### src/rtl/fsqrt_operand_gen.sv
// fsqrt_operand_gen
//   Self-running operand source for the fsqrt test harness. After start it
//   emits three groups of single-precision operands, one per cycle:
//     SPECIAL : fixed table of corner values
//     SWEEP   : for e = 1..254, {0,e,0} then {0,e,7FFFFF}
//     RANDOM  : RAND_COUNT operands from a 32-bit Galois LFSR
//   A LATENCY-deep delay line re-times op/op_valid so debug capture can pair
//   each operand with the fsqrt result produced for it.
//
//   Optional build macro: FSQRT_GEN_NEG_EN
//     Adds -1.0 and -inf to the SPECIAL table and takes the RANDOM sign
//     bit from lfsr[31]. When undefined, all SWEEP/RANDOM operands are
//     positive and the table holds 8 entries.
//
// Ports
//   clk           system clock
//   reset         asynchronous reset, active-low
//   start         level; begins a full run when sampled in IDLE/DONE
//   hold          stall; freezes the generator while high (not in IDLE/DONE)
//   op            current operand {sign, exp[7:0], fra[22:0]}
//   op_valid      op is a new operand this cycle
//   op_aligned    op delayed by LATENCY cycles
//   aligned_valid op_valid delayed by LATENCY cycles
//   phase         0 IDLE/DONE, 1 SPECIAL, 2 SWEEP, 3 RANDOM
//   count         operands emitted since the last start (16-bit wrap)
//   done          high in DONE
module fsqrt_operand_gen #(
  parameter int unsigned LATENCY    = 2,
  parameter int unsigned RAND_COUNT = 1024,
  parameter logic [31:0] LFSR_SEED  = 32'hACE12468
) (
  input  logic        clk,
  input  logic        reset,
  input  logic        start,
  input  logic        hold,
  output logic [31:0] op,
  output logic        op_valid,
  output logic [31:0] op_aligned,
  output logic        aligned_valid,
  output logic [1:0]  phase,
  output logic [15:0] count,
  output logic        done
);

  localparam logic [31:0] LFSR_MASK = 32'h80200003;
`ifdef FSQRT_GEN_NEG_EN
  localparam logic [3:0]  SPEC_LAST = 4'd9;
`else
  localparam logic [3:0]  SPEC_LAST = 4'd7;
`endif

  typedef enum logic [2:0] {
    S_IDLE,
    S_SPECIAL,
    S_SWEEP,
    S_RANDOM,
    S_DONE
  } state_t;

  state_t      state, state_nxt;
  logic [3:0]  idx;        // index of the SPECIAL entry currently on op
  logic [7:0]  sexp;       // exponent of the SWEEP operand currently on op
  logic        half;       // 0: fraction all-zero, 1: fraction all-ones
  logic [15:0] rcnt;       // RANDOM operands emitted so far, including op
  logic [31:0] lfsr, lfsr_nxt;
  logic [31:0] rand_op;
  logic [31:0] op_nxt;

  logic        running, adv, launch;
  logic        spec_last, sweep_last, rand_last, lfsr_step;

  logic [31:0] dly_op [LATENCY];
  logic [LATENCY-1:0] dly_v;

  function automatic logic [31:0] spec_entry(input logic [3:0] i);
    logic [31:0] v;
    case (i)
      4'd0:    v = 32'h00000000;
      4'd1:    v = 32'h80000000;
      4'd2:    v = 32'h7F800000;
      4'd3:    v = 32'h7FC00000;
      4'd4:    v = 32'h3F800000;
      4'd5:    v = 32'h40800000;
      4'd6:    v = 32'h00800000;
      4'd7:    v = 32'h7F7FFFFF;
`ifdef FSQRT_GEN_NEG_EN
      4'd8:    v = 32'hBF800000;
      4'd9:    v = 32'hFF800000;
`endif
      default: v = 32'h00000000;
    endcase
    return v;
  endfunction

  // Right-shifting Galois LFSR: feedback taken from the bit shifted out.
  always_comb begin
    lfsr_nxt = lfsr >> 1;
    if (lfsr[0]) lfsr_nxt = (lfsr >> 1) ^ LFSR_MASK;
  end

`ifdef FSQRT_GEN_NEG_EN
  assign rand_op = lfsr;
`else
  assign rand_op = {1'b0, lfsr[30:0]};
`endif

  assign running    = (state == S_SPECIAL) || (state == S_SWEEP) || (state == S_RANDOM);
  assign adv        = running && !hold;
  assign launch     = ((state == S_IDLE) || (state == S_DONE)) && start;
  assign spec_last  = (idx == SPEC_LAST);
  assign sweep_last = half && (sexp == 8'd254);
  assign rand_last  = (rcnt == 16'(RAND_COUNT));
  // LFSR steps only when an operand is taken from it (first RANDOM op
  // leaves SWEEP, later ones stay in RANDOM).
  assign lfsr_step  = adv && (((state == S_SWEEP) && sweep_last) ||
                              ((state == S_RANDOM) && !rand_last));

  // State register
  always_ff @(posedge clk or negedge reset) begin
    if (!reset) state <= S_IDLE;
    else        state <= state_nxt;
  end

  // Next-state logic
  always_comb begin
    state_nxt = state;
    case (state)
      S_IDLE, S_DONE: if (start)                 state_nxt = S_SPECIAL;
      S_SPECIAL:      if (adv && spec_last)      state_nxt = S_SWEEP;
      S_SWEEP:        if (adv && sweep_last)     state_nxt = S_RANDOM;
      S_RANDOM:       if (adv && rand_last)      state_nxt = S_DONE;
      default:                                   state_nxt = S_IDLE;
    endcase
  end

  // Output decode
  always_comb begin
    phase = 2'd0;
    done  = 1'b0;
    case (state)
      S_SPECIAL: phase = 2'd1;
      S_SWEEP:   phase = 2'd2;
      S_RANDOM:  phase = 2'd3;
      S_DONE:    done  = 1'b1;
      default:   ;
    endcase
  end

  // Operand following the one currently on op.
  always_comb begin
    op_nxt = op;
    case (state)
      S_SPECIAL: op_nxt = spec_last ? {1'b0, 8'd1, 23'd0} : spec_entry(idx + 4'd1);
      S_SWEEP: begin
        if (!half)           op_nxt = {1'b0, sexp, 23'h7FFFFF};
        else if (sweep_last) op_nxt = rand_op;
        else                 op_nxt = {1'b0, sexp + 8'd1, 23'd0};
      end
      S_RANDOM:  if (!rand_last) op_nxt = rand_op;
      default:   ;
    endcase
  end

  // Generator datapath
  always_ff @(posedge clk or negedge reset) begin
    if (!reset) begin
      op       <= '0;
      op_valid <= 1'b0;
      count    <= '0;
      idx      <= '0;
      sexp     <= '0;
      half     <= 1'b0;
      rcnt     <= '0;
      lfsr     <= LFSR_SEED;
    end else begin
      count    <= count + {15'd0, op_valid};
      op_valid <= 1'b0;
      if (launch) begin
        op       <= spec_entry(4'd0);
        op_valid <= 1'b1;
        count    <= '0;
        idx      <= '0;
        lfsr     <= LFSR_SEED;
      end else if (adv) begin
        op       <= op_nxt;
        op_valid <= !((state == S_RANDOM) && rand_last);
        if (lfsr_step) lfsr <= lfsr_nxt;
        case (state)
          S_SPECIAL: begin
            if (spec_last) begin
              sexp <= 8'd1;
              half <= 1'b0;
            end else begin
              idx <= idx + 4'd1;
            end
          end
          S_SWEEP: begin
            if (!half)           half <= 1'b1;
            else if (sweep_last) rcnt <= 16'd1;
            else begin
              sexp <= sexp + 8'd1;
              half <= 1'b0;
            end
          end
          S_RANDOM: if (!rand_last) rcnt <= rcnt + 16'd1;
          default:  ;
        endcase
      end
    end
  end

  // Delay line tracks fsqrt, which never stalls, so it ignores hold.
  always_ff @(posedge clk or negedge reset) begin
    if (!reset) begin
      for (int unsigned i = 0; i < LATENCY; i++) dly_op[i] <= '0;
      dly_v <= '0;
    end else begin
      dly_op[0] <= op;
      dly_v[0]  <= op_valid;
      for (int unsigned i = 1; i < LATENCY; i++) begin
        dly_op[i] <= dly_op[i-1];
        dly_v[i]  <= dly_v[i-1];
      end
    end
  end

  assign op_aligned    = dly_op[LATENCY-1];
  assign aligned_valid = dly_v[LATENCY-1];

endmodule

### config.mk
export PLATFORM = sky130hd
export DESIGN_NAME = fsqrt_operand_gen
export DESIGN_NICKNAME = d
export VERILOG_FILES = /design/src/rtl/fsqrt_operand_gen.sv
export SDC_FILE = /design/constraint.sdc
export NUM_CORES = 1
export LEC_CHECK = 0
export ABC_AREA = 1
export CELL_PAD_IN_SITES_DETAIL_PLACEMENT = 1
export CELL_PAD_IN_SITES_GLOBAL_PLACEMENT = 1
export CORE_AREA = 2 2 120 151
export CTS_CLUSTER_SIZE = 40
export DETAILED_ROUTE_END_ITERATION = 8
export DIE_AREA = 0 0 122 153
export PLACE_DENSITY_LB_ADDON = 0.1
export SLEW_MARGIN = 40
export SYNTH_ARGS = -nofsm -noshare
export SYNTH_HDL_FRONTEND = slang
export SYNTH_SLANG_ARGS = --single-unit
export TNS_END_PERCENT = 20
### constraint.sdc
create_clock -name clk -period 3.9 [get_ports clk]
set_clock_uncertainty 0.15 [all_clocks]
set_input_delay 0.585 -clock clk [delete_from_list [all_inputs] [get_ports clk]]
set_output_delay 0.585 -clock clk [all_outputs]
set_load 0.01 [all_outputs]
# Word-level counts from Yosys, hierarchy flattened
# Memory sizes are Yosys's and may differ from the RTL's.
# Cells that the tools add are included.
# Widths: inputs -> output; s select.
# classes
n_addsub	4
n_eq_ne	18
n_mux	38
bitwise	2
n_reduce_logical	32
# ops
op	n
$mux 32	9
$pmux 32 s3	1
$mux 16	4
$mux 31	2
$pmux 16 s2	1
$mux 8	3
$add 16x1->16	1
$add 16x1->16 const B	1
$eq 16x11->1 const B	1
$mux 4	4
$pmux 8 s2	1
$ne 2x2->1 const B	7
$mux 3	4
$pmux 3 s4	1
$reduce_and 6->1	2
$logic_and 1x1->1	10
$reduce_bool 2->1	5
$add 8x1->8 const B	1
$eq 8x8->1 const B	1
$reduce_and 4->1	2
$eq 3x2->1 const B	2
$mux 1	6
$ne 2x1->1 const B	3
$pmux 2 s3	1
other kinds (15)	21
# totals
reg_bits	179
rom_bits	256
inputBits	4
output_inout_bits	85
mem_count	1
# mem_list
memory	words	word_bits	read_ports	rd_ports_with_merged_regs	write_ports	line	rtl
(name not given)	8	32	1	0	0	77	case (i)

# Depth between registers and ports, before layout
# depth
word_depth	8
ltp_mapped	12
ltp_nobuf	12

# Worst setup path before layout
# No wires, ideal clock.
# synth_timing
path_type	register -> register
from	register sexp[0]
to	register lfsr[1]
arrival_time_ns	1.700
required_time_ns	3.630
path_slack_ns	1.930
path_stages_with_launch	13
path_buffers	1
period_less_slack_ns	1.970
cell_sequence	dfrtp_1 -> inv_1 -> ha_1 -> nand2_1 -> nor2_1 -> nand3_2 -> nand2_1 -> nand2_4 -> nor2_8 -> inv_4 -> buf_2 -> nand3_1 -> nand2_1
# synth_via
elab_chain_len	7
# synth_rtl
element	line	rtl
start, declared	62	logic [7:0] sexp;
start signal, assigned	201	sexp <= sexp + 8'd1;
$eq 8x8->1	111	assign sweep_last = half && (sexp == 8'd254);
$logic_and 1x1->1	111	
$logic_and 1x1->1	115	assign lfsr_step = adv && (((state == S_SWEEP) && sweep_last) ||
$logic_or 1x1->1	115	
$logic_and 1x1->1	115	
$reduce_bool 2->1 (no line)	--	
$reduce_and 2->1 (no line)	--	
end signal, assigned	187	if (lfsr_step) lfsr <= lfsr_nxt;
end, declared	65	logic [31:0] lfsr, lfsr_nxt;
# Every way passes these cells.
# A chain may end at the register's enable or synchronous reset.

# Worst setup path in the final report
# layout_timing
from	register state[1]
to	register lfsr[29]
# layout_via
elab_chain_len	7
# layout_rtl
element	line	rtl
start, declared	60	state_t state, state_nxt;
start signal, assigned	121	else state <= state_nxt;
$eq 3x1->1 / $eq 3x2->1 (equally long branches)	107, 115	
$logic_or 1x1->1 (2 in series)	107	assign running = (state == S_SPECIAL) || (state == S_SWEEP) || (state == S_RANDOM);
$logic_and 1x1->1	108	assign adv = running && !hold;
$logic_and 1x1->1	115	
$reduce_bool 2->1 (no line)	--	
$reduce_and 2->1 (no line)	--	
# Parallel ways exist; a longest one is shown, timed or not.

==> flow_summary.ini <==
[clock_tree]
cts_buffer_depth = 2
ctsHoldBuffers = 0
clock_latency_ps = 430
cts.clk_slew.worst_paths_ps = 70
clock_sink_count = 179
cts_htree_levels = 4
numCtsBuffers = 17
ctsResizeCount = 0
cts_setup_buffers = 0
cts_tree = built
root_buffer = clkbuf_16

[worst_setup_path]
cp-start-kind = flop
r2r_end = lfsr[29]$_DFFE_PN1P_
r2r_start = state[1]$_DFFE_PN0P_
timing.reg2reg.setup_slack_ps = 1160
worst-path-max-fanout = 28
crit_required_ps = 4110
critPathKind = reg -> reg
arrival_ps = 2950
worstSetupStartpoint = state[1]$_DFFE_PN0P_
cp-end-kind = flop
slowest_stage = nor2_4
critPathTopFamily = simple AND/OR/NAND/NOR gates
slowest_delay_ps = 490
critPathBufInv = 2
ff2ff_path_depth = 10
crit_chain = inv_1 -> nor2_4 -> nand2_4 -> nor2_2 -> nor2_4 -> nand2_4 -> nor2_8 -> buf_4 -> a21oi_1 -> nand2_1

[run_status]
outcome = finished, final reports clean

[floorplan]
die_width_um = 122
die_h_um = 153
core-area_um2 = 17200
ios = 89
die_area_um2 = 18700
num_rows = 54
start_util_pct = 45.5

[pwr]
power_leakage_nw = 4.52
p_seq_share_pct = 41.0
vdd_drop_max_mv = 0.312
power_density_nw_per_um2 = 774
clockPowerShare_pct = 26.6
p_int_mw = 4.60
p_comb_share_pct = 32.3
switching_power_mw = 2.64
p_sw_share_pct = 36.5

[logic_synthesis]
syn-instance-count = 884
ys_warn_count = 0
ys_seq_area_share_pct = 57.4
ys_types = 37
synth_seq_cells = 179
avgSynthCellArea_um2 = 8.86
syn_nets = 898
netlist_area_um2 = 7830

[sta]
slew_violations = 0
period_minus_slack_ps = 2740
setup_viol = 0
relSlewSlack_pct = 53.8
finalCritPeriodShare_pct = 70.3
fin_setup_tns_ps = 0
rsz0062_at_grt = no
max_slew.worst_pin.slew_ps = 693
fmax_ghz = 0.365
finalHoldViolations = 0
finalHoldWorstSlack_ps = 46.5

[drt]
vias = 6168
avgViaCountPerCell = 5.25
totalWireLength_um = 19800
avgRoutedWirePerCell_um = 16.8
dr.pass1.iters = 4
antenna_left = 0
drt_iter0_drc = 268
drt_drc_violations_left = 0

[grt]
grt_usage_pct = 22.3
overflow = 0
antenna_found_initial = 0
grt_start_max_net_pins = 85
first_global_vias = 6414
grt_pass1_wl_um = 32700

[cells_and_area]
area_growth_pct = 19.5
drive_gt1_share_pct = 8.00
final_common_cell = nand2_1
diodes = 0
fin_nets = 952
layout_common_cells = nand2_1 (286), dfrtp_1 (166), clkdlybuf4s50_1 (87)
n_fill_cell = 1980

[placed_design]
portBuffers = 88
routabilityCongestion = 0.856
dpl.hpwl_um = 13400

[min_path]
hold_path_class = in -> async

[run]
cap_violations = 0
power by group through the flow:
stage / clock network [mW] / logic [mW] / registers, mW
floorplan: 0 / 1.51 / 2.89
finish: 1.93 / 2.34 / 2.97
CTS: 1.97 / 2.37 / 2.98
global route: 2.04 / 2.61 / 3.05
global placement: 0 / 2.24 / 2.96
detailed placement: 0 / 2.33 / 3.00
metal layers:
metal / up-vias / global-route usage, % / routed length, um
li1: 2906 / - / -
met5: - / 0 / 0
met2: 106 / 39.3 / 10400
met3: 31 / 3.88 / 549
met4: 0 / 7.99 / 439
met1: 3125 / 27.1 / 8400
stage by stage:
step                total power, mW  instances  cell area (um2)  utilization [%]  setup slack (ps)
floorplan                      4.40        884             7830                -              1930
global placement               5.20       1143             8690             50.4              1270
detailed placement             5.32       1143             8690             50.4              1200
CTS                            7.32       1174             9360             54.3              1130
global route                   7.70       1174             9360             54.3               925
finish                         7.25       1174             9360             54.3              1160
how the worst max path moves through the flow:
stage | to | slack, ps | cells after the start
6_report | lfsr[29]$_DFFE_PN1P_ | 1160 | 10
5_1_grt | lfsr[29]$_DFFE_PN1P_ | 920 | 10
4_1_cts | lfsr[29]$_DFFE_PN1P_ | 1130 | 10
3_5_place_dp | lfsr[1]$_DFFE_PN0P_ | 1200 | 10
3_3_place_gp | lfsr[1]$_DFFE_PN0P_ | 1270 | 8
2_1_floorplan | lfsr[1]$_DFFE_PN0P_ | 1930 | 12
state kept, by name, indices dropped and copies added, names as in the netlist:
name	cells
idx	4
state	3
rcnt	16
op_valid	1
op_aligned	32
sexp	8
lfsr	32
count	16
dly_v	2
op	32
dly_op	32
half	1
cell type report:
type / instances / area, um2 / share of cell area, %
well taps: 224 / 280 / 2.99
clock buffers: 19 / 453 / 4.84
flip-flops and latches: 179 / 4500 / 48.0
clock inverters: 12 / 214 / 2.29
repair buffers: 96 / 957 / 10.2
multi-input cells: 579 / 2710 / 29.0
inverters: 65 / 246 / 2.63
synthesized netlist by cell type:
master,number,area share [%]
nor3_1,15,0.96
clkbuf_1,9,0.43
a31oi_1,2,0.16
a21oi_2,1,0.11
a31o_2,2,0.22
nand2_4,2,0.29
a21oi_1,34,2.2
inv_1,60,2.9
nor3_2,1,0.13
buf_2,13,0.83
ha_1,10,1.6
inv_2,4,0.19
buf_1,4,0.19
a21o_1,1,0.096
nand2_2,2,0.16
xor2_1,9,1.0
nand4_1,14,1.1
xnor2_1,1,0.11
nand3_1,80,5.1
nor2_1,55,2.6
nor3b_1,1,0.096
or2_2,3,0.24
nand3_2,1,0.13
nor2_4,3,0.43
o21ai_1,11,0.70
buf_4,35,3.4
o22ai_1,10,0.80
inv_4,1,0.080
o21ai_0,30,1.9
o21bai_1,1,0.096
dfrtp_1,166,53
nor2_8,1,0.26
nor3_4,1,0.21
dfstp_2,13,4.4
nor2_2,1,0.080
o21a_1,1,0.096
nand2_1,286,14
cells by family (layout without fill, tap and decap cells):
group,Yosys count,after routing,share of synthesized area [%]
AO/OA/AOI/OAI,93,93,6.37
AND/OR/NAND/NOR,466,466,25.5
buffers and inverters,126,192,7.96
flip-flops,179,179,57.4
adder cells (fa/ha/maj),10,10,1.60
XOR/XNOR,10,10,1.12
(Power assumes the default switching activity.)
